[src/rtl/hazard_ctrl_param_pkg.sv]
// Shared types for the parametrised hazard/stall controller.
// Register index constants name the pipeline registers, IF/ID first.
package hazard_ctrl_param_pkg;

  typedef logic [4:0] rv32i_reg;

  typedef enum logic [1:0] {
    RUN,
    LU_STALL,
    KILL
  } hazard_state_t;

  localparam int IF_ID  = 0;
  localparam int ID_EX  = 1;
  localparam int EX_MEM = 2;
  localparam int MEM_WB = 3;

endpackage

[src/rtl/hazard_perf_counters.sv]
// Saturating stall-cause counters, built only with HAZARD_PERF_CNT_EN.
// One event per cycle at most; each counter sticks at all-ones.
`ifdef HAZARD_PERF_CNT_EN
module hazard_perf_counters #(
  parameter int CNT_W = 32
) (
  input  logic             clk,
  input  logic             rst_n,
  input  logic             ev_dmiss,
  input  logic             ev_imiss,
  input  logic             ev_lu,
  input  logic             ev_redir,
  output logic [CNT_W-1:0] dmiss_cycles,
  output logic [CNT_W-1:0] imiss_cycles,
  output logic [CNT_W-1:0] lu_bubbles,
  output logic [CNT_W-1:0] redirects
);

  logic [3:0]       ev;
  logic [CNT_W-1:0] cnt [4];

  assign ev = {ev_redir, ev_lu, ev_imiss, ev_dmiss};

  always_ff @(posedge clk or negedge rst_n) begin
    if (!rst_n) begin
      for (int i = 0; i < 4; i++) cnt[i] <= '0;
    end else begin
      for (int i = 0; i < 4; i++)
        if (ev[i] && cnt[i] != '1)
          cnt[i] <= cnt[i] + 1'b1;
    end
  end

  assign dmiss_cycles = cnt[0];
  assign imiss_cycles = cnt[1];
  assign lu_bubbles   = cnt[2];
  assign redirects    = cnt[3];

endmodule
`endif

[src/rtl/hazard_ctrl_param.sv]
// N-stage hazard/stall controller: D-miss freeze, redirect, load-use, I-miss.
// Define HAZARD_PERF_CNT_EN to add the saturating stall-cause counters.
module hazard_ctrl_param
  import hazard_ctrl_param_pkg::*;
#(
  parameter int NUM_STAGES      = 5,
  parameter int LOAD_USE_CYCLES = 1
`ifdef HAZARD_PERF_CNT_EN
  ,
  parameter int CNT_W           = 32
`endif
) (
  input  logic                  clk,
  input  logic                  rst_n,
  input  logic                  inst_resp,
  input  logic                  data_req,
  input  logic                  data_resp,
  input  logic                  ex_is_load,
  input  rv32i_reg              ex_rd,
  input  rv32i_reg              id_rs1,
  input  rv32i_reg              id_rs2,
  input  logic                  id_use_rs1,
  input  logic                  id_use_rs2,
  input  logic                  redirect,
  output logic                  load_pc,
  output logic                  inst_read,
  output logic                  drop_inst_resp,
  output logic [NUM_STAGES-2:0] reg_load,
  output logic [NUM_STAGES-2:0] reg_flush
`ifdef HAZARD_PERF_CNT_EN
  ,
  output logic [CNT_W-1:0]      dmiss_cycles,
  output logic [CNT_W-1:0]      imiss_cycles,
  output logic [CNT_W-1:0]      lu_bubbles,
  output logic [CNT_W-1:0]      redirects
`endif
);

  localparam int R = NUM_STAGES - 1;
  localparam logic [2:0] LU_INIT = 3'(LOAD_USE_CYCLES - 1);

  hazard_state_t state, state_n;
  logic [2:0]    cnt, cnt_n;
  logic          fetch_out, fo_n;
  logic          freeze, lu_haz, stop;
  logic [R-1:0]  flush, hold;

  assign freeze = data_req && !data_resp;
  assign lu_haz = ex_is_load && (ex_rd != '0) &&
                  ((id_use_rs1 && id_rs1 == ex_rd) ||
                   (id_use_rs2 && id_rs2 == ex_rd));

  always_comb begin
    flush   = '0;
    hold    = '0;
    stop    = 1'b0;
    load_pc = 1'b1;
    state_n = state;
    cnt_n   = cnt;
    fo_n    = inst_resp ? 1'b0 : (inst_read | fetch_out);
    priority case (1'b1)
      !rst_n: begin
        flush   = '1;
        stop    = 1'b1;
        load_pc = 1'b0;
      end
      freeze: begin
        stop    = 1'b1;
        load_pc = 1'b0;
        fo_n    = fetch_out;
      end
      redirect: begin
        flush[IF_ID] = 1'b1;
        flush[ID_EX] = 1'b1;
        cnt_n        = '0;
        state_n      = (fetch_out && !inst_resp) ? KILL : RUN;
      end
      state == KILL: begin
        flush[IF_ID] = 1'b1;
        load_pc      = 1'b0;
        state_n      = inst_resp ? RUN : KILL;
      end
      state == LU_STALL: begin
        hold[IF_ID]  = 1'b1;
        flush[ID_EX] = 1'b1;
        load_pc      = 1'b0;
        cnt_n        = cnt - 3'd1;
        state_n      = (cnt == 3'd1) ? RUN : LU_STALL;
      end
      lu_haz: begin
        hold[IF_ID]  = 1'b1;
        flush[ID_EX] = 1'b1;
        load_pc      = 1'b0;
        if (LOAD_USE_CYCLES > 1) begin
          state_n = LU_STALL;
          cnt_n   = LU_INIT;
        end
      end
      !inst_resp: begin
        flush[IF_ID] = 1'b1;
        load_pc      = 1'b0;
      end
      default: ;
    endcase
  end

  assign inst_read      = rst_n;
  assign drop_inst_resp = rst_n && (state == KILL);
  assign reg_flush      = flush;
  assign reg_load       = stop ? '0 : ~(flush | hold);

  always_ff @(posedge clk or negedge rst_n) begin
    if (!rst_n) begin
      state     <= RUN;
      cnt       <= '0;
      fetch_out <= 1'b1;
    end else begin
      state     <= state_n;
      cnt       <= cnt_n;
      fetch_out <= fo_n;
    end
  end

`ifdef HAZARD_PERF_CNT_EN
  logic ev_dmiss, ev_imiss, ev_lu, ev_redir;

  assign ev_dmiss = freeze;
  assign ev_redir = !freeze && redirect;
  assign ev_lu    = !freeze && !redirect &&
                    (state == LU_STALL || (state == RUN && lu_haz));
  assign ev_imiss = !freeze && !redirect && state == RUN &&
                    !lu_haz && !inst_resp;

  hazard_perf_counters #(
    .CNT_W(CNT_W)
  ) u_perf (
    .clk          (clk),
    .rst_n        (rst_n),
    .ev_dmiss     (ev_dmiss),
    .ev_imiss     (ev_imiss),
    .ev_lu        (ev_lu),
    .ev_redir     (ev_redir),
    .dmiss_cycles (dmiss_cycles),
    .imiss_cycles (imiss_cycles),
    .lu_bubbles   (lu_bubbles),
    .redirects    (redirects)
  );
`endif

endmodule

[config.mk]
export PLATFORM = sky130hd
export DESIGN_NAME = hazard_ctrl_param
export DESIGN_NICKNAME = d
export VERILOG_FILES = /design/src/rtl/hazard_ctrl_param_pkg.sv /design/src/rtl/hazard_perf_counters.sv /design/src/rtl/hazard_ctrl_param.sv
export SDC_FILE = /design/constraint.sdc
export NUM_CORES = 1
export LEC_CHECK = 0
export CAP_MARGIN = 30
export CELL_PAD_IN_SITES_DETAIL_PLACEMENT = 0
export CELL_PAD_IN_SITES_GLOBAL_PLACEMENT = 1
export CORE_UTILIZATION = 26
export DETAILED_ROUTE_END_ITERATION = 8
export PLACE_DENSITY = 0.83
export SYNTH_ARGS = -nofsm -noshare
export SYNTH_HDL_FRONTEND = slang
export SYNTH_SLANG_ARGS = --single-unit
[constraint.sdc]
create_clock -name clk -period 3.4 [get_ports clk]
set_clock_uncertainty 0.15 [all_clocks]
set_input_delay 0.51 -clock clk [delete_from_list [all_inputs] [get_ports clk]]
set_output_delay 0.51 -clock clk [all_outputs]
set_load 0.005 [all_outputs]
==> flow_metrics.tcl <==
set metrics [dict create \
    status "complete, no violations" \
    rsz0062_at_grt "no" \
    dr.pass1.iters 4 \
    drive_gt1_frac 0.09735 \
    yosysWarningCount 0 \
    core-area_um2 2062 \
    crit_slowest_cell "clkdlybuf4s50_1" \
    grt_pass1_wl_mm 2.622 \
    finalInstanceArea_um2 984.7 \
    syn_inst 78 \
    required_ns 2.74 \
    viasPerCell 4.879 \
    seq_area_frac_synth 0.2542 \
    antenna_cells 0 \
    leakagePower_nw 0.3866 \
    fp.dieH_um 49.86 \
    hp-class "reg -> reg" \
    dpl_cell_area_um2 950.9 \
    gp_congestion 0.7167 \
    startpoint_type "input port" \
    clock_latency_ns 0.24 \
    crit_fanout 4 \
    ys_top_cells_by_area "dfrtp_1 (21%), xor2_1 (12%), nor2_1 (6.3%), dfstp_2 (4.4%), ha_1 (4.2%)" \
    cts_tree "yes" \
    area_growth_pct 65.34 \
    cts_htree_levels 1 \
    drv_slew 0 \
    worst_slew_pin_slew_ns 0.3876 \
    ys_seq_elements 6 \
    path_cells "clkdlybuf4s50_1 -> xor2_1 -> nor4_2 -> a32oi_2 -> a2111oi_1 -> or2_1 -> clkdlybuf4s50_1" \
    powerDensity_nw_per_um2 287.9 \
    wl_per_cell_um 11.39 \
    fill_cells 208 \
    ir_worst_vdd_uv 134.2 \
    cts_setup_buffers 0 \
    fmax_ghz 0.3024 \
    crit_top_cell "clkdlybuf4s50_1" \
    cts_root_buf "clkbuf_4" \
    max_stage_delay_ns 0.49 \
    synth.avg_cell_area_um2 7.636 \
    period_needed_ns 3.306 \
    synthDistinctLibCells 32 \
    rows 16 \
    setup_tns_ns 0 \
    clockBufferDepth 2 \
    fin_nets 140 \
    antenna_found_initial 0 \
    slew_headroom 0.7411 \
    grt_pass1_vias 635 \
    cp_data_arrival_time_ns 2.65 \
    synth_top_area_frac 0.2101 \
    numCtsBuffers 3 \
    syn_nets 104 \
    drt_wl_total_mm 1.595 \
    endpoint_kind "output pin" \
    maxCapViolCount 0 \
    initial_utilization 0.2888 \
    critPathKind "in -> out" \
    dieArea_um2 2486 \
    clkTransAtPathRegs_ns 0.05 \
    fp.dieW_um 49.86 \
    setup_viol 0 \
    yosysTopAreaCell "dfrtp_1" \
    drcViolationCount 0 \
    grt_start_max_net_pins 11 \
    synth_area_um2 595.6 \
    io_pins 35 \
    drt_iter0_drc 12 \
    grt_util_all_layers 0.1381 \
    fin_crit_sh 0.9725 \
    grt_overflow 0 \
    port_buffers 34 \
    hold_viol_final 0 \
    clock-sinks 6 \
    ant_nets 0 \
    hpwlAfterDp_mm 1.309 \
    vias 683 \
]
-- where the power goes --
part	total [W]	internal, W	switching, W
Combinational	0.000114	0.0000653	0.0000488
Sequential	0.0000976	0.0000852	0.0000124
Clock	0.0000718	0.0000446	0.0000272
Total	0.000284	0.000195	0.0000885
-- logic make-up (layout without fill, tap and decap cells) --
kind of cell	Yosys count	in the layout	synth area share
fa+ha+maj	2	2	0.04201
buf+inv	10	45	0.08192
simple gates	32	32	0.2857
compound gates	18	18	0.1891
xor+xnor	10	10	0.1471
flops	6	6	0.2542
-- flip-flops by register name, indices dropped and copies added, names as in the netlist --
| name | count |
|---|---|
| cnt | 3 |
| state | 2 |
| fetch_out | 1 |
-- synth_stat cells, drive strengths merged --
library cell   n
a31oi          1
and3           1
nand3          1
o22ai          2
o21ai          7
a2111oi        1
inv            6
a21oi          4
xor2           8
clkbuf         1
and2           1
xnor2          2
nor4           4
nand2b         2
or4            1
or2            1
nor2          10
a211oi         1
nor3           2
buf            3
nand4          2
dfstp          1
a32oi          1
dfrtp          5
nand2          6
a41oi          1
nor2b          1
ha             2
-- layer usage --
metal,wire (um),GRT usage,vias to the layer above
li1,-,-,342
met1,643,0.1471,305
met2,796,0.2590,34
met3,139,0.02778,2
met4,17,0.05714,0
met5,0,0,-
-- cell usage in the layout, fill, tap and decap left out, types with 3 or more instances in the layout --
master           synthesis  routed
nand2_1                  6       6
o21ai_1                  5       5
inv_1                    4       4
xor2_1                   8       8
a21oi_1                  4       4
nor2_1                  10      10
clkdlybuf4s50_1          0      34
clkbuf_4                 0       3
dfrtp_1                  5       5
-- per-stage QoR --
step             util  cells  setup WS (ns)   power, W  hold slack, ns
6_report       0.4775    140        0.09365  0.0002835          0.3199
5_1_grt        0.4775    140        0.01059  0.0003050          0.3311
4_1_cts        0.4739    140        0.07969  0.0002873          0.3213
3_5_place_dp   0.4612    136        0.07704  0.0002130          0.3204
3_3_place_gp   0.4612    136        0.06697  0.0002104          0.3086
2_1_floorplan       -     78          1.175  0.0001520         0.06441
-- final timing paths --
kind / start / to / slack (ns) / cells past startpoint
setup / recovery: ex_rd[2] / reg_flush[1] / 0.09 / 7
hold / removal: fetch_out / fetch_out / 0.32 / 2
setup reg to reg: state[1] / cnt[2] / 1.92 / 5
hold reg to reg: fetch_out / fetch_out / 0.32 / 2
max in group asynchronous: rst_n / fetch_out / 2.40 / 2
min in group asynchronous: rst_n / state[0] / 0.48 / 2
-- critical path: cells and delay by family --
| kind | cells | cell delay [ns] |
|---|---|---|
| AOI/OAI and AO/OA | 2 | 0.50 |
| xor gates and xnor gates | 1 | 0.20 |
| buffers and inverters | 2 | 0.98 |
| and+or+nand+nor | 2 | 0.45 |
-- timing repair --
action / in CTS / in global routing
endpoints found under the hold margin: 0 / 0
gates resized for setup: 0 / 1
setup endpoints to repair: 0 / 1
hold buffers: 0 / 0
-- area by class of cell --
class,count,area [um^2],share of cell area
multi-input combinational,62,402.9,0.4091
timing repair buffer,35,347.8,0.3532
sequential,6,151.4,0.1537
tap,27,33.78,0.03431
clock buffer,4,26.28,0.02668
inverter,6,22.52,0.02287
(Power assumes the default switching activity.)
